[src/rtl/cpu_defs.sv]
// Shared definitions for the fetch/decode instruction queue.
// Exports the queue entry layout ({instr, pc4}), the NOP used for masked
// outputs, and the fetch reset PC.
package cpu_defs;

    localparam int unsigned IQ_ENTRY_W = 64;
    localparam logic [31:0] NOP_INSTR  = 32'h0;
    localparam logic [31:0] RESET_PC   = 32'h0000_3000;

    // Queue entry: instr in [63:32], pc4 in [31:0]
    typedef struct packed {
        logic [31:0] instr;
        logic [31:0] pc4;
    } iq_entry_t;

endpackage

[src/rtl/iq_storage.sv]
// Entry storage for instr_queue: DEPTH x 64-bit register array.
// Ports: clk; we/waddr/wdata write port (rising edge);
//        raddr -> rdata asynchronous read port.
// No reset: entry validity is tracked by the owner's occupancy count.
module iq_storage
    import cpu_defs::*;
#(
    parameter int unsigned DEPTH = 4,
    localparam int unsigned AW   = $clog2(DEPTH)
) (
    input  logic          clk,
    input  logic          we,
    input  logic [AW-1:0] waddr,
    input  iq_entry_t     wdata,
    input  logic [AW-1:0] raddr,
    output iq_entry_t     rdata
);

    iq_entry_t mem [DEPTH];

    // Write port
    always_ff @(posedge clk) begin
        if (we) begin
            mem[waddr] <= wdata;
        end
    end

    // Asynchronous read port
    assign rdata = mem[raddr];

endmodule

[src/rtl/instr_queue.sv]
// Instruction queue between fetch and decode.
// Ports: clk, reset (sync, active-low);
//        InstrF/ADD4 fetch inputs, captured when enPC=1;
//        enPC fetch enable (combinational);
//        InstrD/PC4D/validD head entry to decode, readyD consume;
//        redirect taken jump/branch at the head (delay-slot semantics);
//        count occupancy.
module instr_queue
    import cpu_defs::*;
#(
    parameter int unsigned DEPTH = 4,
    parameter int unsigned CW    = $clog2(DEPTH) + 1
) (
    input  logic          clk,
    input  logic          reset,
    input  logic [31:0]   InstrF,
    input  logic [31:0]   ADD4,
    output logic          enPC,
    output logic [31:0]   InstrD,
    output logic [31:0]   PC4D,
    output logic          validD,
    input  logic          readyD,
    input  logic          redirect,
    output logic [CW-1:0] count
);

    localparam int unsigned AW = $clog2(DEPTH);

    logic [AW-1:0] head, head_n;
    logic [AW-1:0] tail, tail_n;
    logic [CW-1:0] count_n;
    logic          full;
    logic          pop;
    logic          push;
    logic          redir_take;
    logic          we;
    iq_entry_t     wdata;
    iq_entry_t     rdata;

    iq_storage #(.DEPTH(DEPTH)) u_storage (
        .clk   (clk),
        .we    (we),
        .waddr (tail),
        .wdata (wdata),
        .raddr (head),
        .rdata (rdata)
    );

    assign wdata      = '{instr: InstrF, pc4: ADD4};
    assign full       = (count == CW'(DEPTH));
    assign validD     = (count != '0);
    assign pop        = validD && readyD;
    assign redir_take = redirect && pop;
    assign push       = !full;
    // A taken redirect always frees fetch so the target is fetched next
    assign enPC       = redir_take || !full;

    // Head entry to decode, masked to zero when empty
    assign InstrD = validD ? rdata.instr : NOP_INSTR;
    assign PC4D   = validD ? rdata.pc4   : 32'h0;

    // Pointer/count next-state
    always_comb begin
        head_n  = head;
        tail_n  = tail;
        count_n = count;
        we      = 1'b0;
        if (redir_take) begin
            if (count >= CW'(2)) begin
                // Delay slot already queued at head+1: keep it, drop the rest and InstrF
                head_n  = head + AW'(1);
                tail_n  = head_n + AW'(1);
                count_n = CW'(1);
            end else begin
                // Delay slot is the instruction arriving this cycle
                we      = 1'b1;
                head_n  = tail;
                tail_n  = tail + AW'(1);
                count_n = CW'(1);
            end
        end else begin
            we = push;
            if (push) begin
                tail_n = tail + AW'(1);
            end
            if (pop) begin
                head_n = head + AW'(1);
            end
            count_n = count + CW'(push) - CW'(pop);
        end
    end

    // State registers
    always_ff @(posedge clk) begin
        if (!reset) begin
            head  <= '0;
            tail  <= '0;
            count <= '0;
        end else begin
            head  <= head_n;
            tail  <= tail_n;
            count <= count_n;
        end
    end

endmodule

[config.mk]
export PLATFORM = sky130hd
export DESIGN_NAME = instr_queue
export DESIGN_NICKNAME = d
export VERILOG_FILES = /design/src/rtl/cpu_defs.sv /design/src/rtl/iq_storage.sv /design/src/rtl/instr_queue.sv
export SDC_FILE = /design/constraint.sdc
export NUM_CORES = 1
export LEC_CHECK = 0
export BUFFER_PORTS_ARGS = -buffer_cell sky130_fd_sc_hd__buf_2
export CORE_UTILIZATION = 57
export CTS_CLUSTER_SIZE = 14
export DETAILED_ROUTE_END_ITERATION = 12
export PLACE_DENSITY = 0.86
export RECOVER_POWER = 25
export SLEW_MARGIN = 25
export SYNTH_ARGS = -nofsm -noshare
export SYNTH_HDL_FRONTEND = slang
export SYNTH_SLANG_ARGS = --single-unit
[constraint.sdc]
create_clock -name clk -period 5.9 [get_ports clk]
set_input_delay 1.18 -clock clk [delete_from_list [all_inputs] [get_ports clk]]
set_output_delay 1.18 -clock clk [all_outputs]
set_load 0.005 [all_outputs]
# Word level (Yosys, flattened, before mapping)
# Memories as Yosys holds them, arrays and structs flattened. A register that Yosys moved wholly into a read port is not among the register bits.
# Cells that the tools add are included.
# totals
ram_bits,256
in_bits,68
rom_bits,0
regBits,7
latchBits,0
mem_count,1
word_cells,36
# memory_table
name,depth,word_bits,read_ports,rd_ports_with_merged_regs,write_ports,line,text
u_storage.mem,4,64,1,1,1,iq_storage.sv:19,iq_entry_t mem [DEPTH];
# op_classes
n_addsub,5
shift,0
div,0
multipliers,0
n_lt_le_gt_ge,1
n_eq_ne,2
n_mux,15
n_bitwise,1
reduce_logical,7
# op_table
operator,count
$mux 32,2
$mux 2,8
$add 2x1->2 const B,3
$mux 1,5
$add 3x1->3,1
$eq 3x3->1 const B,1
$ge 3x2->1 const B,1
$reduce_bool 3->1,1
$sub 3x1->3,1
$logic_and 1x1->1,2
$ne 2x1->1 const B,1
$reduce_bool 2->1,1
$reduce_or 2->1,1
$logic_not 1->1,1
$logic_or 1x1->1,1
$not 1->1,1

# Longest topological paths before layout
# depth
depth_word,6
depth_mapped,9
ltp_nobuf,9

# By module
# From an unflattened synthesis, not the netlist that was laid out.
# hier_totals
hier_cells,463
hier_area_um2,10229.8
# modules_own_cells
mod,area_each_um2,cells_per_inst,seq_area_each_um2,n_inst
iq_storage,9341.5,338,7687.4,1
instr_queue,888.4,125,140.1,1

# Worst setup path after synthesis
# Ideal clock, no wire load.
# synth_path
kind,input -> register
from,input port redirect
to,"memory u_storage.mem[0][0] in the netlist's numbering, enable pin"
arrival_ns,4.147
path_buffers,0
setup_time_ns,0.487
setup_slack_ns,1.267
path_stages,4
cell_sequence,nand3_1 > nand2_1 > o21ai_0 > nor2_1
# synth_via
elab_chain_len,4
# synth_lines
element,line,text
from (decl),instr_queue.sv:23,"input logic redirect,"
$logic_and 1x1->1,instr_queue.sv:53,assign redir_take = redirect && pop;
$mux 1,instr_queue.sv:68,if (redir_take) begin
$mux 1,iq_storage.sv:23,if (we) begin
$mux 1 (not written as such),iq_storage.sv:24,mem[waddr] <= wdata;
to (decl),iq_storage.sv:19,
# No other way between the ends.

==> metrics.txt <==
# TYPE chip_impl_metric gauge
chip_impl_info{name="run_status",value="finished, final reports clean"} 1
chip_impl_metric{name="setup_slack",unit="ps"} 1983
chip_impl_metric{name="worst_ir_drop_vdd",unit="mV"} 0.4815
chip_impl_metric{name="worst-slew-pin-transition",unit="ps"} 912.6
chip_impl_metric{name="starting_utilization_of_the_core_area",unit="%"} 58.80
chip_impl_metric{name="detailedRoute.firstPassIterationCount",unit=""} 5
chip_impl_metric{name="global_route_total_usage_across_every_layer",unit="%"} 22.96
chip_impl_metric{name="grt_start_max_net_pins",unit=""} 70
chip_impl_metric{name="synthDistinctLibCells",unit=""} 31
chip_impl_metric{name="die_area",unit="mm2"} 0.01857
chip_impl_metric{name="netlist_instances",unit=""} 481
chip_impl_metric{name="cts_made_buffers",unit=""} 25
chip_impl_metric{name="synth-compound-area-share",unit="%"} 0.9375
chip_impl_metric{name="worstPathRequired",unit="ps"} 4720
chip_impl_metric{name="timing.max_cap.violations",unit=""} 0
chip_impl_info{name="timing.critical_path.to_type",value="output pin"} 1
chip_impl_info{name="holdCritPathClass",value="reg2reg"} 1
chip_impl_metric{name="total_power",unit="mW"} 6.373
chip_impl_metric{name="post-cts-setup-buffer-count",unit=""} 0
chip_impl_metric{name="routed_wirelength",unit="um"} 20570
chip_impl_metric{name="via_count_of_the_first_global_routing_pass",unit=""} 5302
chip_impl_info{name="ys_dominant_reg_cell",value="edfxtp_1"} 1
chip_impl_metric{name="syn_area_cell",unit="um2"} 21.36
chip_impl_metric{name="dpl.hpwl",unit="um"} 11990
chip_impl_metric{name="final_nets",unit=""} 704
chip_impl_metric{name="number_of_hold_slack_violations_in_the_final_timing_report",unit=""} 0
chip_impl_metric{name="buffer_ports.inserted",unit=""} 136
chip_impl_metric{name="drt-vias-per-instance",unit=""} 5.840
chip_impl_metric{name="postSynthNetCount",unit=""} 557
chip_impl_info{name="grt_setup_unrepaired",value="false"} 1
chip_impl_metric{name="yosys-mux-area-fraction",unit="%"} 14.12
chip_impl_metric{name="route.detailed.drc",unit=""} 0
chip_impl_metric{name="route.antenna.remaining_nets",unit=""} 0
chip_impl_metric{name="relSlewSlack",unit="%"} 39.16
chip_impl_metric{name="post_synth_and_or_nand_nor_area_fraction",unit="%"} 5.199
chip_impl_metric{name="cts_max_level",unit=""} 1
chip_impl_metric{name="clock_insertion_delay_worst_skew",unit="ps"} 520
chip_impl_metric{name="syn_area",unit="mm2"} 0.01028
chip_impl_info{name="cts_tree",value="done"} 1
chip_impl_metric{name="dieWidth",unit="um"} 136.3
chip_impl_metric{name="std_cell_rows",unit=""} 48
chip_impl_metric{name="placeableCoreArea",unit="mm2"} 0.01748
chip_impl_metric{name="worst-path-max-fanout",unit=""} 31
chip_impl_metric{name="yosys_register_bits",unit=""} 265
chip_impl_metric{name="route.vias.total",unit=""} 5098
chip_impl_metric{name="timing.final.crit_share",unit="%"} 66.40
chip_impl_metric{name="worst_setup_hold_path_clk_slew",unit="ps"} 60
chip_impl_metric{name="maxClockFrequency",unit="MHz"} 255.3
chip_impl_info{name="clock_root_buffer",value="clkbuf_16"} 1
chip_impl_metric{name="total_leakage_power",unit="nW"} 4.088
chip_impl_info{name="critical_path_class",value="reg2out"} 1
chip_impl_metric{name="cts_max_path_buffers",unit=""} 3
chip_impl_metric{name="drive_above_1_share",unit="%"} 32.20
chip_impl_metric{name="ports",unit=""} 137
chip_impl_info{name="setup.worst_path.start_class",value="flip-flop"} 1
chip_impl_metric{name="layout_min_cycle_time",unit="ps"} 3917
chip_impl_metric{name="grt_antenna_before_repair",unit=""} 5
chip_impl_metric{name="synth-seq-area-share",unit="%"} 76.56
chip_impl_metric{name="wl_per_cell",unit="um"} 23.56
chip_impl_metric{name="synth_adder_area_share",unit="%"} 1.047
chip_impl_metric{name="die_height",unit="um"} 136.3
chip_impl_metric{name="synth_xor_xnor_area_share",unit="%"} 0.1705
chip_impl_metric{name="worstPathArrival",unit="ps"} 2740
chip_impl_metric{name="synth-warning-count",unit=""} 0
chip_impl_metric{name="synth_edf_count",unit=""} 256
chip_impl_metric{name="power-per-cell-area",unit="mW/mm2"} 533.3
chip_impl_metric{name="gp_congestion",unit=""} 0.8737
chip_impl_metric{name="drtIter0Drc",unit=""} 440
chip_impl_info{name="main_combinational_cell_family_by_area_after_synthesis",value="multiplexers"} 1
chip_impl_metric{name="finalMaxSlewViolations",unit=""} 0
chip_impl_metric{name="hold_buffers",unit=""} 0
chip_impl_metric{name="ctsResizeCount",unit=""} 0
chip_impl_metric{name="first_pass_grt_wire_length",unit="um"} 31120
chip_impl_metric{name="tritoncts_num_sinks",unit=""} 265
chip_impl_metric{name="areaGrowthSynthToFinish",unit="%"} 16.29
chip_impl_metric{name="synth_async_sr_flop_share",unit="%"} 0
chip_impl_metric{name="gr-total-overflow",unit=""} 0
chip_impl_metric{name="clock-skew-final",unit="ps"} 25.17
chip_impl_metric{name="totalNegativeSetupSlack",unit="ps"} 0
chip_impl_metric{name="finalSetupViolations",unit=""} 0
chip_impl_metric{name="placement_stage_worst_setup_slack",unit="ps"} 2259
## synth_stat cells, drive strengths merged (2+ instances only)
cell type / instances / area, um2
dfxtp: 9 / 180.2
mux4: 64 / 1441
nor3b: 5 / 42.54
nand2: 7 / 26.28
nor2: 7 / 26.28
clkbuf: 4 / 16.26
ha: 7 / 87.58
o21ai: 6 / 30.03
a31oi: 2 / 12.51
a21oi: 4 / 20.02
buf: 18 / 136.4
inv: 13 / 48.80
and2: 64 / 400.4
nand3: 3 / 15.01
edfxtp: 256 / 7687
## through the flow
| step | util (%) | hold WS, ps | cells | area, um2 |
|---|---|---|---|---|
| CTS | 68.49 | 560.5 | 870 | 11970 |
| finish | 68.38 | 561.3 | 873 | 11950 |
| detailed placement | 63.89 | 548.4 | 825 | 11170 |
| global placement | 63.87 | 517.8 | 825 | 11160 |
| global route | 68.35 | 597.3 | 871 | 11950 |
| floorplan | - | 498.2 | 481 | 10280 |
## state kept, by name, summed over array words and instances, names as in the netlist, named ones only
name,flops
u_storage.mem,256
count,3
head,2
tail,2
## final timing paths
path | depth (start not counted) | to | start | slack (ps)
max reg2reg | 7 | u_storage.mem[0][7] | count[1] | 2710
min reg2reg | 2 | flip-flop | head[0] | 560
max | 5 | PC4D[24] | flip-flop | 1980
min | 2 | flip-flop | head[0] | 560
## layout by cell type, fill, tap and decap left out, types with 2 or more instances in the layout
| master | count |
|---|---|
| edfxtp_1 | 256 |
| bufinv_16 | 3 |
| buf_4 | 5 |
| dfxtp_1 | 7 |
| inv_1 | 13 |
| dfxtp_4 | 2 |
| ha_1 | 7 |
| diode_2 | 2 |
| buf_2 | 94 |
| nand2_1 | 7 |
| clkinv_2 | 5 |
| and2_1 | 64 |
| a31oi_1 | 2 |
| nand3_1 | 3 |
| clkbuf_1 | 49 |
| o21ai_0 | 5 |
| a21oi_1 | 4 |
| mux4_2 | 64 |
| nor2_4 | 4 |
| nor3b_1 | 4 |
| clkinv_1 | 2 |
| nor2_1 | 3 |
| clkbuf_16 | 25 |
## logic make-up (layout without fill, tap and decap cells)
logic type                 count (synthesis)  after routing
AOI/OAI and AO/OA                         16             16
xor gates and xnor gates                   2              2
adders and majority gates                  8              8
buffers and inverters                     35            200
DFF                                      265            265
muxes                                     65             65
other                                      0              2
and+or+nand+nor                           90             90
## critical path: stages (launching register included)
cell and delay [ps]:
dfxtp_4 590, buf_16 300, buf_4 380, mux4_2 610
and2_1 190, buf_2 120
## power breakdown
group	total [mW]	leakage, nW	switching, mW	internal (mW)
combinational	1.84	1.23	0.945	0.898
sequential	2.95	2.47	0.252	2.70
clock	1.58	0.393	0.654	0.926
total	6.37	4.09	1.85	4.52
## per-layer routing
metal | GRT usage [%] | up-vias | part of all wire, %
li1 | - | 2222 | -
met1 | 33.40 | 2620 | 41
met2 | 36.15 | 226 | 49
met3 | 5.369 | 24 | 8.9
met4 | 4.444 | 6 | 1.0
met5 | 0 | - | 0.20
## layout make-up
cell class | instances | area, um2
diodes | 2 | 5.005
clock buffers | 33 | 665.6
clock inverters | 12 | 138.9
fillers | 1059 | 5527
inverters | 13 | 48.80
multi-input cells | 181 | 2242
flip-flops and latches | 265 | 7875
well taps | 225 | 281.5
repair buffers | 142 | 693.2
No activity file was read; power rests on OpenSTA's default activity.
